==> src/rtl/shifter_arbiter.sv <==
// Two-port round-robin front end sharing one combinational 32-bit shifter.
// One registered result is held per grant until the owning port consumes it.
module shifter_arbiter #(
  parameter int DATA_WIDTH = 32
) (
  input  logic                  clk,
  input  logic                  rst,
  input  logic                  req0_valid,
  output logic                  req0_ready,
  input  logic [DATA_WIDTH-1:0] req0_A,
  input  logic [4:0]            req0_B,
  input  logic [1:0]            req0_op,
  output logic                  resp0_valid,
  input  logic                  resp0_ready,
  output logic [DATA_WIDTH-1:0] resp0_result,
  input  logic                  req1_valid,
  output logic                  req1_ready,
  input  logic [DATA_WIDTH-1:0] req1_A,
  input  logic [4:0]            req1_B,
  input  logic [1:0]            req1_op,
  output logic                  resp1_valid,
  input  logic                  resp1_ready,
  output logic [DATA_WIDTH-1:0] resp1_result,
  output logic                  busy
);

  typedef enum logic {IDLE, HOLD} state_t;

  state_t                state, state_n;
  logic                  owner, owner_n;
  logic                  rr, rr_n;
  logic [DATA_WIDTH-1:0] result_q, result_n;

  logic                  both;
  logic                  grant;
  logic                  own_ready;
  logic                  open;
  logic                  accept;
  logic [DATA_WIDTH-1:0] g_a;
  logic [4:0]            g_b;
  logic [1:0]            g_op;
  logic [DATA_WIDTH-1:0] shifted;

  // Arbitration and issue window
  always_comb begin
    both       = req0_valid & req1_valid;
    grant      = both ? rr : req1_valid;
    own_ready  = owner ? resp1_ready : resp0_ready;
    open       = ~rst & ((state == IDLE) | (state == HOLD & own_ready));
    req0_ready = open & req0_valid & ~grant;
    req1_ready = open & req1_valid & grant;
    accept     = req0_ready | req1_ready;
  end

  always_comb begin
    g_a  = grant ? req1_A  : req0_A;
    g_b  = grant ? req1_B  : req0_B;
    g_op = grant ? req1_op : req0_op;
    unique case (g_op)
      2'b00:   shifted = g_a << g_b;
      2'b10:   shifted = g_a >> g_b;
      2'b11:   shifted = $unsigned($signed(g_a) >>> g_b);
      default: shifted = '0;
    endcase
  end

  always_comb begin
    state_n  = state;
    owner_n  = owner;
    rr_n     = rr;
    result_n = result_q;
    if (accept) begin
      state_n  = HOLD;
      owner_n  = grant;
      result_n = shifted;
      if (both) rr_n = ~grant;
    end else if (state == HOLD && own_ready) begin
      state_n = IDLE;
    end
  end

  always_ff @(posedge clk or posedge rst) begin
    if (rst) begin
      state    <= IDLE;
      owner    <= 1'b0;
      rr       <= 1'b0;
      result_q <= '0;
    end else begin
      state    <= state_n;
      owner    <= owner_n;
      rr       <= rr_n;
      result_q <= result_n;
    end
  end

  assign busy         = (state == HOLD);
  assign resp0_valid  = busy & ~owner;
  assign resp1_valid  = busy & owner;
  assign resp0_result = result_q;
  assign resp1_result = result_q;

endmodule

==> config.mk <==
export PLATFORM = sky130hd
export DESIGN_NAME = shifter_arbiter
export DESIGN_NICKNAME = d
export VERILOG_FILES = /design/src/rtl/shifter_arbiter.sv
export SDC_FILE = /design/constraint.sdc
export NUM_CORES = 1
export LEC_CHECK = 0
export BUFFER_PORTS_ARGS = -buffer_cell sky130_fd_sc_hd__buf_2
export CAP_MARGIN = 15
export CORE_MARGIN = 10
export CORE_UTILIZATION = 55
export CTS_CLUSTER_SIZE = 12
export DETAILED_ROUTE_END_ITERATION = 8
export PLACE_DENSITY = 0.86
export SLEW_MARGIN = 20
export SYNTH_ARGS = -nofsm -noshare
export SYNTH_HDL_FRONTEND = slang
export SYNTH_SLANG_ARGS = --single-unit
==> constraint.sdc <==
create_clock -name clk -period 7 [get_ports clk]
set_input_delay 1.75 -clock clk [delete_from_list [all_inputs] [get_ports clk]]
set_output_delay 1.75 -clock clk [all_outputs]
set_load 0.02 [all_outputs]
==> results of run 1 <==
layout by cell type, fill, tap and decap left out, types with 26 or more instances in the layout:
cell	count
buf_2	152
mux2i_1	125
a21oi_1	104
nand2_1	96
o21ai_0	74
nor2_1	64
mux2_2	53
a211oi_1	42
a31oi_1	37
dfrtp_1	35
nand3_1	27
nor3_1	26
power breakdown:
group,internal [W],total (W),switching [W]
registers,0.000279,0.000343,0.0000643
logic,0.000498,0.00153,0.00103
clock network,0.000177,0.000271,0.0000935
cell type report:
| class | count | area (µm²) | share of cell area, % |
|---|---|---|---|
| Multi-Input combinational cell | 858 | 5950 | 72.8 |
| Timing Repair Buffer | 176 | 941 | 11.5 |
| Sequential cell | 35 | 876 | 10.7 |
| Tap cell | 176 | 220 | 2.69 |
| Clock buffer | 6 | 139 | 1.70 |
| Clock inverter | 2 | 35.0 | 0.429 |
| Inverter | 4 | 15.0 | 0.184 |
kinds of logic after synthesis:
family | Yosys count | synth area share (%)
AOI/OAI and AO/OA | 388 | 33.3
DFF | 35 | 11.6
xor gates and xnor gates | 1 | 0.116
and+or+nand+nor | 276 | 17.0
muxes | 193 | 28.1
buffers and inverters | 137 | 9.84
stage by stage:
stage / cells / hold slack (ps) / utilization (%) / power (W)
2_1_floorplan: 1030 / 448 / - / 0.00142
3_3_place_gp: 1249 / 480 / 59.9 / 0.00182
3_5_place_dp: 1249 / 483 / 59.9 / 0.00182
4_1_cts: 1257 / 494 / 61.2 / 0.00208
5_1_grt: 1257 / 514 / 61.2 / 0.00224
6_report: 1257 / 492 / 61.2 / 0.00214
state kept, by name (all words and copies together), names as in the netlist:
signal	count
busy	1
owner	1
resp0_result	32
rr	1
worst register-to-register path: stages (launching register included):
cell	delay (ps)
dfrtp_1	370
and2b_1	420
o21ai_1	750
nand2_2	610
mux2_2	490
o21ai_0	360
o22ai_1	190
a2111oi_0	430
a221o_1	180
path summary, 6_finish.rpt:
path	start	to	slack (ps)	cells past startpoint
worst max-delay path	req0_valid	resp0_result[25]	1950	9
worst min-delay path	rr	rr	490	1
worst max register to register	rr	resp0_result[25]	3140	8
worst min register to register	rr	rr	490	1
max in group asynchronous	rst	resp0_result[24]	4710	3
min in group asynchronous	rst	rr	1540	2
layer usage:
layer / share of wire [%] / global-route usage [%]
met5: 0 / 0
met4: 5.2 / 13.3
met3: 14 / 8.25
met2: 43 / 51.2
met1: 38 / 42.3
==> flow_summary_export.csv, run 1 <==
group,metric,value,unit
run_status,status,"finished clean",
grt,grt_pass1_wl,49.7,mm
power,irDropWorstVdd,162,µV
power,power_density,262,mW/mm²
grt,groute.usage.overall,32.8,%
clocking,cts_hold_buf,0,
floorplanning,die_h,137,µm
clocking,cts_root_buffer,"clkbuf_16",
critical_path,path_cells,"buf_2 > and2b_1 > o21ai_1 > nand2_2 > mux2_2 > o21ai_0 > o22ai_1 > a2111oi_0 > a221o_1",
grt,grt_pass1_vias,8737,
critical_path,cp_top_family,"compound AO/OA/AOI/OAI gates",
logic_synthesis,syn_inst,1030,
route,vias_per_cell,7.41,
logic_synthesis,ys_seq_elements,35,
sta,rsz0062_at_grt,"false",
route,vias,9316,
placement,gp_congestion,1.06,
cells_and_area,n_antenna_cell,0,
floorplanning,dieArea,0.0188,mm²
floorplanning,core_area,0.0133,mm²
grt,grt_max_degree,62,
placement,place_area,0.00800,mm²
floorplanning,ios,153,
critical_path,worst-path-buf-inv,1,
logic_synthesis,synth_top_area_share,16.9,%
clocking,post_cts_resized,0,
grt,grt_overflow,0,
placement,io_buffers,152,
logic_synthesis,ys_warn_count,0,
logic_synthesis,netlist_top_cells_count,"127 x mux2i_1, 104 x a21oi_1, 96 x nand2_1",
clocking,clk_pin_slew,60,ps
clocking,clkSinkCount,35,
cells_and_area,drive_gt1_share,25.0,%
clocking,cts_setup_buffers,0,
logic_synthesis,seq_area_frac_synth,11.6,%
placement,pre_cts_ws,1890,ps
route,wirelength,32.2,mm
critical_path,cp_data_arrival_time,5280,ps
sta,setup_violations,0,
sta,worst_slew_pin_slew,989,ps
logic_synthesis,syn_nets,1114,
run,maxCapViolations,0,
route,routedWlPerCell,25.6,µm
route,first_iter_violations,1718,
sta,fin_skew,2.63,ps
logic_synthesis,synthDistinctLibCells,72,
clocking,numCtsBuffers,5,
sta,tns,0,ps
logic_synthesis,synth_area,0.00754,mm²
worst_hold_path,worstHoldPathType,"reg2reg",
sta,final_max_slew_viol_count,0,
logic_synthesis,synth-edff-count,0,
clocking,cts_max_path_buffers,2,
critical_path,cp-start-kind,"primary input",
placement,place_hpwl,24.0,mm
route,drc,0,
power,p_leak,3.56,nW
sta,post-route-min-period,5050,ps
clocking,clock_latency,290,ps
logic_synthesis,ys.flop_type,"dfrtp_1",
cells_and_area,fin_nets,1164,
logic_synthesis,synth_area_per_cell,7.32,µm²
logic_synthesis,ys_top_cells_by_area,"mux2i_1 17%, dfrtp_1 12%, mux2_2 7.9%",
logic_synthesis,synthArstFlopShare,100,%
critical_path,worst-setup-path-type,"in2reg",
floorplanning,die_w,137,µm
floorplanning,row_count,42,
critical_path,worst_setup_path_end_kind,"flip-flop",
cells_and_area,area_delta_synth_final,8.45,%
sta,fin_crit_sh,72.2,%
route,ant_nets,0,
critical_path,worstPathRequired,7220,ps
logic_synthesis,yosysMostFrequentCell,"mux2i_1",
floorplanning,initial_core_util,56.5,%
critical_path,cpMaxStageDelayCell,"o21ai_1",
clocking,cts_tree,"built",
route,drt_pass1_iterations,6,
sta,relSlewSlack,33.5,%
sta,clock.fmax,0.198,GHz
critical_path,critPathMaxStageDelay,740,ps
cells_and_area,final_area,0.00817,mm²
sta,final_hold_viol_count,0,
logic_synthesis,synth_top_area_cell,"mux2i_1",
cells_and_area,final.fill_count,1274,
grt,antenna_found_initial,0,
clocking,cts-htree-levels,2,
critical_path,crit_fanout,28,
sta,fin_ws,1950,ps
Note: power is estimated with default switching activity, not from simulation.
==> inputs of run 2 (changes only) <==
Settings changed: CORE_UTILIZATION 55 to 52, PLACE_DENSITY 0.86 to 0.85.
Clock period 7 ns to 4.6 ns, I/O delays scaled along.
==> flow_summary_export.csv, run 2 (synthesis results as in run 1) <==
group,metric,value,unit
run_status,status,"finished clean",
critical_path,cp-start-kind,"primary input",
sta,tns,0,ps
critical_path,r2r_start,"rr",
power,power_density,389,mW/mm²
critical_path,worst_path_most_repeated_cell,"buf_2",
route,drc,0,
route,ant_nets,0,
sta,relSlewSlack,41.1,%
clocking,cts_hold_buf,0,
route,first_iter_violations,1730,
floorplanning,dieArea,0.0197,mm²
route,top_layer_used,"met5",
placement,gp_congestion,1.09,
floorplanning,initial_core_util,53.7,%
critical_path,worst-setup-path-type,"in2out",
route,wirelength,33.6,mm
sta,setup_violations,0,
placement,place_hpwl,25.6,mm
sta,fin_skew,15.6,ps
sta,post-route-min-period,4020,ps
critical_path,cp_data_arrival_time,2870,ps
cells_and_area,n_antenna_cell,0,
route,routedWlPerCell,26.1,µm
grt,groute.usage.overall,32.0,%
grt,grt_pass1_wl,51.8,mm
sta,worst_slew_pin_slew,875,ps
placement,place_area,0.00827,mm²
grt,grt_overflow,0,
clocking,clk_pin_slew,60,ps
floorplanning,row_count,43,
critical_path,reg2reg_slack,1280,ps
route,wl_met2,14.4,mm
worst_hold_path,hold_depth,2,
route,wl_met3,4.55,mm
route,vias_per_cell,7.25,
clocking,post_cts_resized,0,
cells_and_area,fin_nets,1192,
floorplanning,die_w,140,µm
run,maxCapViolations,0,
worst_hold_path,worstHoldPathType,"reg2reg",
critical_path,cpMaxStageDelayCell,"inv_1",
clocking,cts_tree,"built",
route,met1_length,12.9,mm
floorplanning,die_h,140,µm
sta,fin_ws,582,ps
placement,pre_cts_ws,465,ps
route,drt_pass1_iterations,6,
placement,io_buffers,152,
sta,final_max_slew_viol_count,0,
critical_path,rr_worst_depth,8,
grt,grt_max_degree,58,
critical_path,crit_fanout,18,
sta,clock.fmax,0.249,GHz
cells_and_area,final.fill_count,1328,
cells_and_area,area_delta_synth_final,11.5,%
route,vias,9339,
cells_and_area,largest_reg_flops,32,
clocking,cts_root_buffer,"clkbuf_16",
power,power,0.00327,W
cells_and_area,mostFrequentLayoutCells,"152 x buf_2, 125 x mux2i_1, 104 x a21oi_1",
sta,rsz0062_at_grt,"false",
cells_and_area,drive_gt1_share,26.8,%
cells_and_area,final_area,0.00841,mm²
power,irDropWorstVdd,306,µV
clocking,cts-htree-levels,2,
critical_path,path_cells,"buf_2 > inv_1 > nor2_4 > buf_4 > and2_1 > buf_2",
sta,final_hold_viol_count,0,
critical_path,worstReg2RegEnd,"resp0_result[11]",
critical_path,worstPathRequired,3450,ps
clocking,clock_latency,300,ps
worst_hold_path,hold_start,"resp0_result[13]",
cells_and_area,postLayoutCoreUtil,59.9,%
floorplanning,core_area,0.0140,mm²
critical_path,critPathMaxStageDelay,420,ps
critical_path,worst_setup_path_end_kind,"output pin",
sta,fin_crit_sh,87.4,%
clocking,cts_max_path_buffers,2,
floorplanning,ios,153,
clocking,numCtsBuffers,5,
grt,grt_pass1_vias,8888,
grt,antenna_found_initial,1,
power,p_leak,3.69,nW
clocking,clkSinkCount,35,
clocking,cts_setup_buffers,0,
cells_and_area,final_common_cell,"buf_2",
worst_hold_path,timing.hold.worst_endpoint,"resp0_result[13]",
-- run 2: cell types whose count changed in the layout (fill, tap and decap cells not counted), sizes merged --
cell	before	now
bufinv	1	0
clkinvlp	0	1
buf	176	204
-- run 2: how the worst max path moves through the flow --
| stage | slack [ps] | endpoint | from | cells after the start |
|---|---|---|---|---|
| floorplan | 1060 | req1_ready | req0_valid | 6 |
| global placement | 480 | resp0_result[11] | req1_valid | 10 |
| detailed placement | 470 | resp0_result[11] | req1_valid | 10 |
| CTS | 680 | req1_ready | req1_valid | 6 |
| global route | 530 | resp0_result[11] | req1_valid | 9 |
| finish | 580 | req1_ready | req1_valid | 6 |
-- run 2: per-layer routing --
layer	track usage, %	vias to the layer above
li1	-	4078
met1	40.9	4321
met2	47.7	783
met3	9.94	155
met4	15.1	2
met5	0	-
-- run 2: worst max-delay path, delay by kind of cell --
family / cells / cell delay [ps]
buffers and inverters: 4 / 1230
and+or+nand+nor: 2 / 470
-- run 2: area by class of cell --
class,instances,area (µm²),share of cell area [%]
Timing Repair Buffer,204,1200,14.3
Clock inverter,2,12.5,0.149
Multi-Input combinational cell,858,5950,70.8
Tap cell,180,225,2.68
Inverter,4,15.0,0.179
Clock buffer,6,129,1.53
Sequential cell,35,876,10.4
-- run 2: per-stage QoR --
step           std cells  hold WS (ps)
3_3_place_gp        1281           483
2_1_floorplan       1030           448
3_5_place_dp        1281           486
5_1_grt             1289           543
4_1_cts             1289           500
6_report            1289           496
-- run 2: power breakdown --
group | switching, W | internal, W | total [W]
Clock | 0.000149 | 0.000200 | 0.000349
Combinational | 0.00159 | 0.000807 | 0.00240
Sequential | 0.000103 | 0.000424 | 0.000527
